<file path="src/rtl/seg_mux_capture.sv">
// seg_mux_capture: receive side of a two-digit multiplexed 7-seg driver.
// Samples seg_in on each rising sig_in edge and rebuilds (hi, lo) pairs.
// Checks strobe spacing against PERIOD +/- SLACK and flags lost pairs.
// Ports: clk, rst (sync, active-high), seg_in[6:0] (bit0=a..bit6=g),
//   sig_in (strobe), out_ready (consumer accept), clr_err (clear flags);
//   out_valid, hi_raw/lo_raw[6:0], hi_hex/lo_hex[3:0], hi_ok/lo_ok,
//   synced, timing_err, overrun_err.
module seg_mux_capture #(
  parameter int PERIOD = 15001,
  parameter int SLACK  = 16,
  parameter int CBITS  = 15
) (
  input  logic       clk,
  input  logic       rst,
  input  logic [6:0] seg_in,
  input  logic       sig_in,
  input  logic       out_ready,
  input  logic       clr_err,
  output logic       out_valid,
  output logic [6:0] hi_raw,
  output logic [6:0] lo_raw,
  output logic [3:0] hi_hex,
  output logic [3:0] lo_hex,
  output logic       hi_ok,
  output logic       lo_ok,
  output logic       synced,
  output logic       timing_err,
  output logic       overrun_err
);

  localparam logic [1:0] IDLE    = 2'd0;
  localparam logic [1:0] WAIT_LO = 2'd1;
  localparam logic [1:0] WAIT_HI = 2'd2;

  localparam logic [CBITS-1:0] EARLY_LIM = CBITS'(PERIOD - SLACK);
  localparam logic [CBITS-1:0] LATE_LIM  = CBITS'(PERIOD + SLACK);

  // {ok, hex}; anything outside the glyph table decodes to 0 / not ok
  function automatic logic [4:0] dec7(input logic [6:0] s);
    logic [4:0] r;
    r = 5'h00;
    case (s)
      7'h3F: r = 5'h10;
      7'h06: r = 5'h11;
      7'h5B: r = 5'h12;
      7'h4F: r = 5'h13;
      7'h66: r = 5'h14;
      7'h6D: r = 5'h15;
      7'h7D: r = 5'h16;
      7'h07: r = 5'h17;
      7'h7F: r = 5'h18;
      7'h6F: r = 5'h19;
      7'h77: r = 5'h1A;
      7'h7C: r = 5'h1B;
      7'h39: r = 5'h1C;
      7'h5E: r = 5'h1D;
      7'h79: r = 5'h1E;
      7'h71: r = 5'h1F;
      default: r = 5'h00;
    endcase
    return r;
  endfunction

  logic [1:0]       state_q, state_d;
  logic [CBITS-1:0] gap_q, gap_d;
  logic             sig_d_q;
  logic [6:0]       hsh_q, hsh_d;
  logic             vld_q, vld_d;
  logic [6:0]       hraw_q, hraw_d, lraw_q, lraw_d;
  logic [3:0]       hhex_q, hhex_d, lhex_q, lhex_d;
  logic             hok_q, hok_d, lok_q, lok_d;
  logic             sync_q, sync_d;
  logic             terr_q, terr_d;
  logic             oerr_q, oerr_d;

  logic             stb;
  logic             early;
  logic             tmo;
  logic             legal;
  logic             terr_ev;
  logic             pub;
  logic [4:0]       hdec, ldec;

  assign stb   = sig_in & ~sig_d_q;
  assign early = gap_q < EARLY_LIM;
  assign tmo   = gap_q >= LATE_LIM;
  // a strobe landing in the timeout cycle is treated as the timeout
  assign legal = stb & ~early & ~tmo;

  assign hdec = dec7(hsh_q);
  assign ldec = dec7(seg_in);

  always_comb begin
    gap_d = gap_q;
    if (stb)
      gap_d = '0;
    else if (~&gap_q)
      gap_d = gap_q + 1'b1;
  end

  always_comb begin
    state_d = state_q;
    hsh_d   = hsh_q;
    terr_ev = 1'b0;
    pub     = 1'b0;
    case (state_q)
      IDLE: begin
        if (stb) begin
          hsh_d   = seg_in;
          state_d = WAIT_LO;
        end
      end
      WAIT_LO: begin
        if (tmo || (stb && early)) begin
          terr_ev = 1'b1;
          hsh_d   = '0;
          state_d = IDLE;
        end else if (legal) begin
          pub     = 1'b1;
          state_d = WAIT_HI;
        end
      end
      WAIT_HI: begin
        if (tmo || (stb && early)) begin
          terr_ev = 1'b1;
          state_d = IDLE;
        end else if (legal) begin
          hsh_d   = seg_in;
          state_d = WAIT_LO;
        end
      end
      default: state_d = IDLE;
    endcase
  end

  always_comb begin
    hraw_d = hraw_q;
    lraw_d = lraw_q;
    hhex_d = hhex_q;
    lhex_d = lhex_q;
    hok_d  = hok_q;
    lok_d  = lok_q;
    vld_d  = vld_q;
    if (pub) begin
      hraw_d = hsh_q;
      lraw_d = seg_in;
      hhex_d = hdec[3:0];
      lhex_d = ldec[3:0];
      hok_d  = hdec[4];
      lok_d  = ldec[4];
      vld_d  = 1'b1;
    end else if (vld_q && out_ready) begin
      vld_d  = 1'b0;
    end
  end

  always_comb begin
    sync_d = sync_q;
    if (terr_ev)
      sync_d = 1'b0;
    else if (pub)
      sync_d = 1'b1;
    // new events win over a simultaneous clear
    terr_d = terr_ev | (terr_q & ~clr_err);
    oerr_d = (pub & vld_q & ~out_ready) | (oerr_q & ~clr_err);
  end

  always_ff @(posedge clk) begin
    if (rst) begin
      state_q <= IDLE;
      gap_q   <= '0;
      sig_d_q <= 1'b0;
      hsh_q   <= '0;
      vld_q   <= 1'b0;
      hraw_q  <= '0;
      lraw_q  <= '0;
      hhex_q  <= '0;
      lhex_q  <= '0;
      hok_q   <= 1'b0;
      lok_q   <= 1'b0;
      sync_q  <= 1'b0;
      terr_q  <= 1'b0;
      oerr_q  <= 1'b0;
    end else begin
      state_q <= state_d;
      gap_q   <= gap_d;
      sig_d_q <= sig_in;
      hsh_q   <= hsh_d;
      vld_q   <= vld_d;
      hraw_q  <= hraw_d;
      lraw_q  <= lraw_d;
      hhex_q  <= hhex_d;
      lhex_q  <= lhex_d;
      hok_q   <= hok_d;
      lok_q   <= lok_d;
      sync_q  <= sync_d;
      terr_q  <= terr_d;
      oerr_q  <= oerr_d;
    end
  end

  assign out_valid   = vld_q;
  assign hi_raw      = hraw_q;
  assign lo_raw      = lraw_q;
  assign hi_hex      = hhex_q;
  assign lo_hex      = lhex_q;
  assign hi_ok       = hok_q;
  assign lo_ok       = lok_q;
  assign synced      = sync_q;
  assign timing_err  = terr_q;
  assign overrun_err = oerr_q;

endmodule

</file>
<file path="config.mk">
export PLATFORM = sky130hd
export DESIGN_NAME = seg_mux_capture
export DESIGN_NICKNAME = d
export VERILOG_FILES = /design/src/rtl/seg_mux_capture.sv
export SDC_FILE = /design/constraint.sdc
export NUM_CORES = 1
export LEC_CHECK = 0
export CAP_MARGIN = 20
export CELL_PAD_IN_SITES_DETAIL_PLACEMENT = 1
export CELL_PAD_IN_SITES_GLOBAL_PLACEMENT = 2
export CORE_AREA = 2 2 99 101
export CTS_BUF_LIST = sky130_fd_sc_hd__clkbuf_4 sky130_fd_sc_hd__clkbuf_8
export CTS_CLUSTER_SIZE = 14
export DETAILED_ROUTE_END_ITERATION = 10
export DIE_AREA = 0 0 101 103
export HOLD_SLACK_MARGIN = 0.15
export PLACE_DENSITY = 0.9
export SLEW_MARGIN = 20
export SYNTH_ARGS = -nofsm -noshare
export SYNTH_HDL_FRONTEND = slang
export SYNTH_SLANG_ARGS = --single-unit
</file>
<file path="constraint.sdc">
create_clock -name clk -period 2.5 [get_ports clk]
set_input_delay 0.75 -clock clk [delete_from_list [all_inputs] [get_ports clk]]
set_output_delay 0.75 -clock clk [all_outputs]
set_load 0.02 [all_outputs]
</file>
======== After elaboration in Yosys (flattened, before gate mapping) ========
Index checks and enable logic that the tools add are counted.
word-level totals
  register bits after elaboration ......... 53
  latch bits .............................. 0
  bits in writable memories ............... 0
  bits in read-only memories .............. 0
  input bits .............................. 12
  output and inout port bits .............. 28
  logic and storage cells ................. 103
  memories ................................ 0
operators by class
  $add $sub $neg .......................... 1
  $mul .................................... 0
  div/mod/pow operators ................... 0
  magnitude comparators ................... 2
  equality and inequality tests ........... 40
  shift operators ......................... 0
  mux-type cells .......................... 20
  bitwise gates (word level) .............. 14
  reductions and logical operators ........ 12
operator list
  operator                 number
  $eq A7 B7 Y1 const B     24
  $pmux W5 S16             2
  $eq A7 B3 Y1 const B     4
  $eq A7 B6 Y1 const B     4
  $mux W7                  4
  $pmux W7 S3              1
  $add A15 B1 Y15 const B  1
  $ge A15 B14 Y1 const B   1
  $lt A15 B14 Y1 const B   1
  $reduce_and A15 Y1       1
  $mux W2                  5
  $ne A2 B2 Y1 const B     4
  $and A1 B1 Y1            7
  $mux W1                  7
  $ne A3 B3 Y1 const B     2
  $pmux W2 S3              1
  $reduce_or A2 Y1         3
  $not A1 Y1               5
  $reduce_and A5 Y1        1
  $reduce_and A3 Y1        1
  $reduce_bool A3 Y1       1
  $eq A2 B1 Y1 const B     1
  $eq A2 B2 Y1 const B     1
  $logic_and A1 B1 Y1      2
  other kinds (4)          5

======== Depth between registers and ports, before layout ========
  word-level depth ........................ 10
  mapped depth ............................ 9
  mapped depth without buffers ............ 7

======== Worst setup path after synthesis ========
No wires, ideal clock.
  kind .................................... input to register
  start point ............................. in sig_in
  end point ............................... reg lok_q (netlist: lo_ok)
  setup time .............................. 134 ps
  arrival ................................. 2007 ps
  data required time ...................... 2366 ps
  slack ................................... 359 ps
  stages .................................. 6
  buffers on the path ..................... 1
  path through ............................ nor2b_1 -> nand2_1 -> or4_4 -> buf_6 -> nor4_2 -> a211oi_1
on the way
  cells in the longest elaborated chain, start to end .. 6
  elaborated cells on any way between the ends .. 8
  classes of those cells .................. mux: 3; bitwise: 3; reduce/logical: 2
RTL lines
  element                     line  RTL
  from (decl)                 16    input logic sig_in,
  $and A1 B1 Y1 *             84    assign stb = sig_in & ~sig_d_q;
  $and A1 B1 Y1 (2 in a row)  88    assign legal = stb & ~early & ~tmo;
  $mux W1                     118   end else if (legal) begin
  $mux W1 *                   114   if (tmo || (stb && early)) begin
  $mux W1 *                   106   case (state_q)
  to (signal assigned)        195   lok_q <= lok_d;
  to (decl)                   71    logic hok_q, hok_d, lok_q, lok_d;
Mark *: on every way between the ends. The rest lies on a longest branch, timed or not.
A chain may end at the register's enable or synchronous reset.

======== Worst setup path in the final report ========
Ends and elaborated chain as after synthesis.

==> qor.yml <==
run_status:
  outcome: "finished, final reports clean"
detailed_routing:
  ant_nets: 0
  drtIter0Drc: 88
  via_count: 2941
  drc: 0
  routed_wl_um: 8870
  first_pass_iters: 4
  drt-vias-per-instance: 5.45
  wl_per_cell_um: 16.4
clocking:
  cts_max_level: 2
  insertion_delay_ps: 320
  clkTransAtPathRegs_ps: 100
  cts-buffers-inserted: 5
  ctsHoldBuffers: 0
  clock-sinks: 53
  cts_tree: "done"
  clockRootBuffer: "clkbuf_8"
  clk_path_buf_depth: 2
synthesis:
  yosys_warnings: 0
  syn_area_per_cell_sq_um: 7.79
  synthArstFlopShare_pct: 0
  syn_inst: 385
  synth_edf_count: 0
  synthFlopType: "dfxtp_1"
  synthesis.nets: 403
  ys_seq_elements: 53
  syn-cell-area_sq_um: 3000
  synth_cell_types: 61
  synth-seq-area-share_pct: 35.4
floorplanning:
  die_h_um: 103
  die_x_um: 101
  core_area_sq_um: 9460
  start_util_pct: 31.7
  fp.dieArea_sq_um: 10400
  num_rows: 36
  ioPinCount: 40
critical_path:
  start_kind: "input pin"
  critical_path_peak_fanout: 4
  worstRegToRegCells: 8
  critPathKind: "in -> reg"
  crit_required_ps: 2710
  cp-end-kind: "flip-flop"
  cp.arrival_ps: 2610
global_route:
  grt-ovfl-total: 0
  grt_max_degree: 32
  grt_pass1_vias: 2953
  grt_antenna_before_repair: 0
  grt_first_pass_wirelength_um: 14400
  grt_usage_pct: 17.3
final_layout:
  final_nets: 444
  multi_input_area_sq_um: 1770
  ff_latch_area_sq_um: 1060
  final_cells: 540
  synthToLayoutAreaGrowth_pct: 25.7
  final_cell_mix: "dfxtp_1 (53), nand2_1 (47), clkdlybuf4s50_1 (39)"
  n_antenna_cell: 0
  fill_cells: 1135
  fin_util_pct: 39.9
  layout_commonest_cell: "dfxtp_1"
  layout-drive-gt1-share_pct: 10.3
timing:
  finalSetupViolCount: 0
  maxSlewHeadroom_pct: 66.7
  clock.fmax_mhz: 416
  clock_skew_ps: 9.81
  timing.final.crit_period_ps: 2400
  fin_ws_ps: 98.3
  rsz0062_at_grt: "false"
  tightest_slew_ps: 497
  drv_slew: 0
  hold_viol: 0
  fin_crit_sh_pct: 96.1
  whs_ps: 458
power:
  powerDensity_nw_per_um2: 526
  p_leak_nw: 1.29
  vdd_drop_max_mv: 0.273
placement:
  dp.cells: 533
  place.gp.congestion: 0.854
  dp_slack_ps: -351
  port_buffers: 39
  dp_hpwl_um: 6650
worst_hold_path:
  hp-class: "reg -> reg"
  hold_path_depth: 2
job:
  drv_cap: 0
[per-layer routing]
| metal | track usage, % | share of wire, % | routed length [um] | up-vias |
|---|---|---|---|---|
| li1 | - | - | - | 1473 |
| met1 | 22.6 | 47 | 4170 | 1417 |
| met2 | 29.2 | 49 | 4320 | 42 |
| met3 | 3.19 | 2.8 | 245 | 9 |
| met4 | 5.51 | 1.5 | 136 | 0 |
| met5 | 0 | 0 | 0 | - |
[flip-flops by register name (all words and copies together) (netlist names)]
| name | flops |
|---|---|
| synced | 1 |
| state_q | 2 |
| timing_err | 1 |
| hi_hex | 4 |
| out_valid | 1 |
| lo_raw | 7 |
| gap_q | 15 |
| hi_ok | 1 |
| sig_d_q | 1 |
| lo_hex | 4 |
| overrun_err | 1 |
| lo_ok | 1 |
| hsh_q | 7 |
| hi_raw | 7 |
[cell families (layout without fill, tap and decap cells)]
| kind of cell | after synthesis | in the layout | share of synthesized area [%] |
|---|---|---|---|
| multiplexers | 3 | 3 | 1.04 |
| buffers and inverters | 49 | 90 | 6.59 |
| flip-flops | 53 | 53 | 35.4 |
| XOR/XNOR | 9 | 9 | 2.63 |
| AND/OR/NAND/NOR | 164 | 164 | 27.9 |
| AO/OA/AOI/OAI | 101 | 101 | 24.0 |
| adder cells (fa/ha/maj) | 6 | 6 | 2.50 |
[where the power goes]
part | internal [mW] | switching (mW) | leakage [nW]
clock network | 0.292 | 0.292 | 0.0540
logic | 0.196 | 0.250 | 0.812
registers | 0.879 | 0.0755 | 0.429
total | 1.37 | 0.617 | 1.29
[Yosys cell counts, drive strengths merged (4+ instances only)]
cell / count / area, sq um
dfxtp: 53 / 1060
nand2: 48 / 180
nor2: 36 / 135
clkbuf: 26 / 98.8
a21oi: 25 / 125
nand3: 19 / 95.1
inv: 17 / 63.8
a211oi: 13 / 103
nor3: 11 / 55.1
o31ai: 10 / 75.1
a31oi: 8 / 50.1
and3: 7 / 43.8
nand2b: 7 / 43.8
buf: 6 / 35.0
ha: 6 / 75.1
nor2b: 6 / 37.5
o21ai: 6 / 30.0
nand4: 5 / 31.3
xor2: 5 / 43.8
and4: 4 / 35.0
nor4: 4 / 43.8
o2111ai: 4 / 35.0
o21a: 4 / 30.0
o41ai: 4 / 42.6
xnor2: 4 / 35.0
[repair_timing]
item,4_1_cts,5_1_grt
resized for setup,0,4
setup buffers,0,0
setup endpoints to repair,0,10
[path summary, 6_finish.rpt]
| kind | startpoint | to | slack, ps |
|---|---|---|---|
| worst max-delay path | sig_in | lo_ok | 100 |
| worst min-delay path | lo_raw[2] | lo_raw[2] | 460 |
| worst max register to register | gap_q[1] | hsh_q[4] | 110 |
| worst min register to register | lo_raw[2] | lo_raw[2] | 460 |
[area by class of cell]
class / count / share of cell area, %
repair buffers: 66 / 16.7
clock buffers: 5 / 1.83
flip-flops and latches: 53 / 28.1
inverters: 17 / 1.69
multi-input cells: 283 / 46.9
well taps: 114 / 3.78
clock inverters: 2 / 0.929
[worst max-delay path, cell delays in order]
cell             delay (ps)
clkdlybuf4s50_1         500
nor2b_4                 180
nand2_2                  90
or4_4                   550
buf_4                   180
nor4_4                  260
a211oi_1                100
[through the flow]
stage               cell area (sq um)  power [mW]  TNS [ps]
floorplan                        3000        1.25         0
global placement                 3650        1.39     -3880
detailed placement               3650        1.41     -5370
CTS                              3750        2.00         0
global route                     3770        2.08         0
finish                           3770        1.98         0
Note: power is estimated with default switching activity, not from simulation.
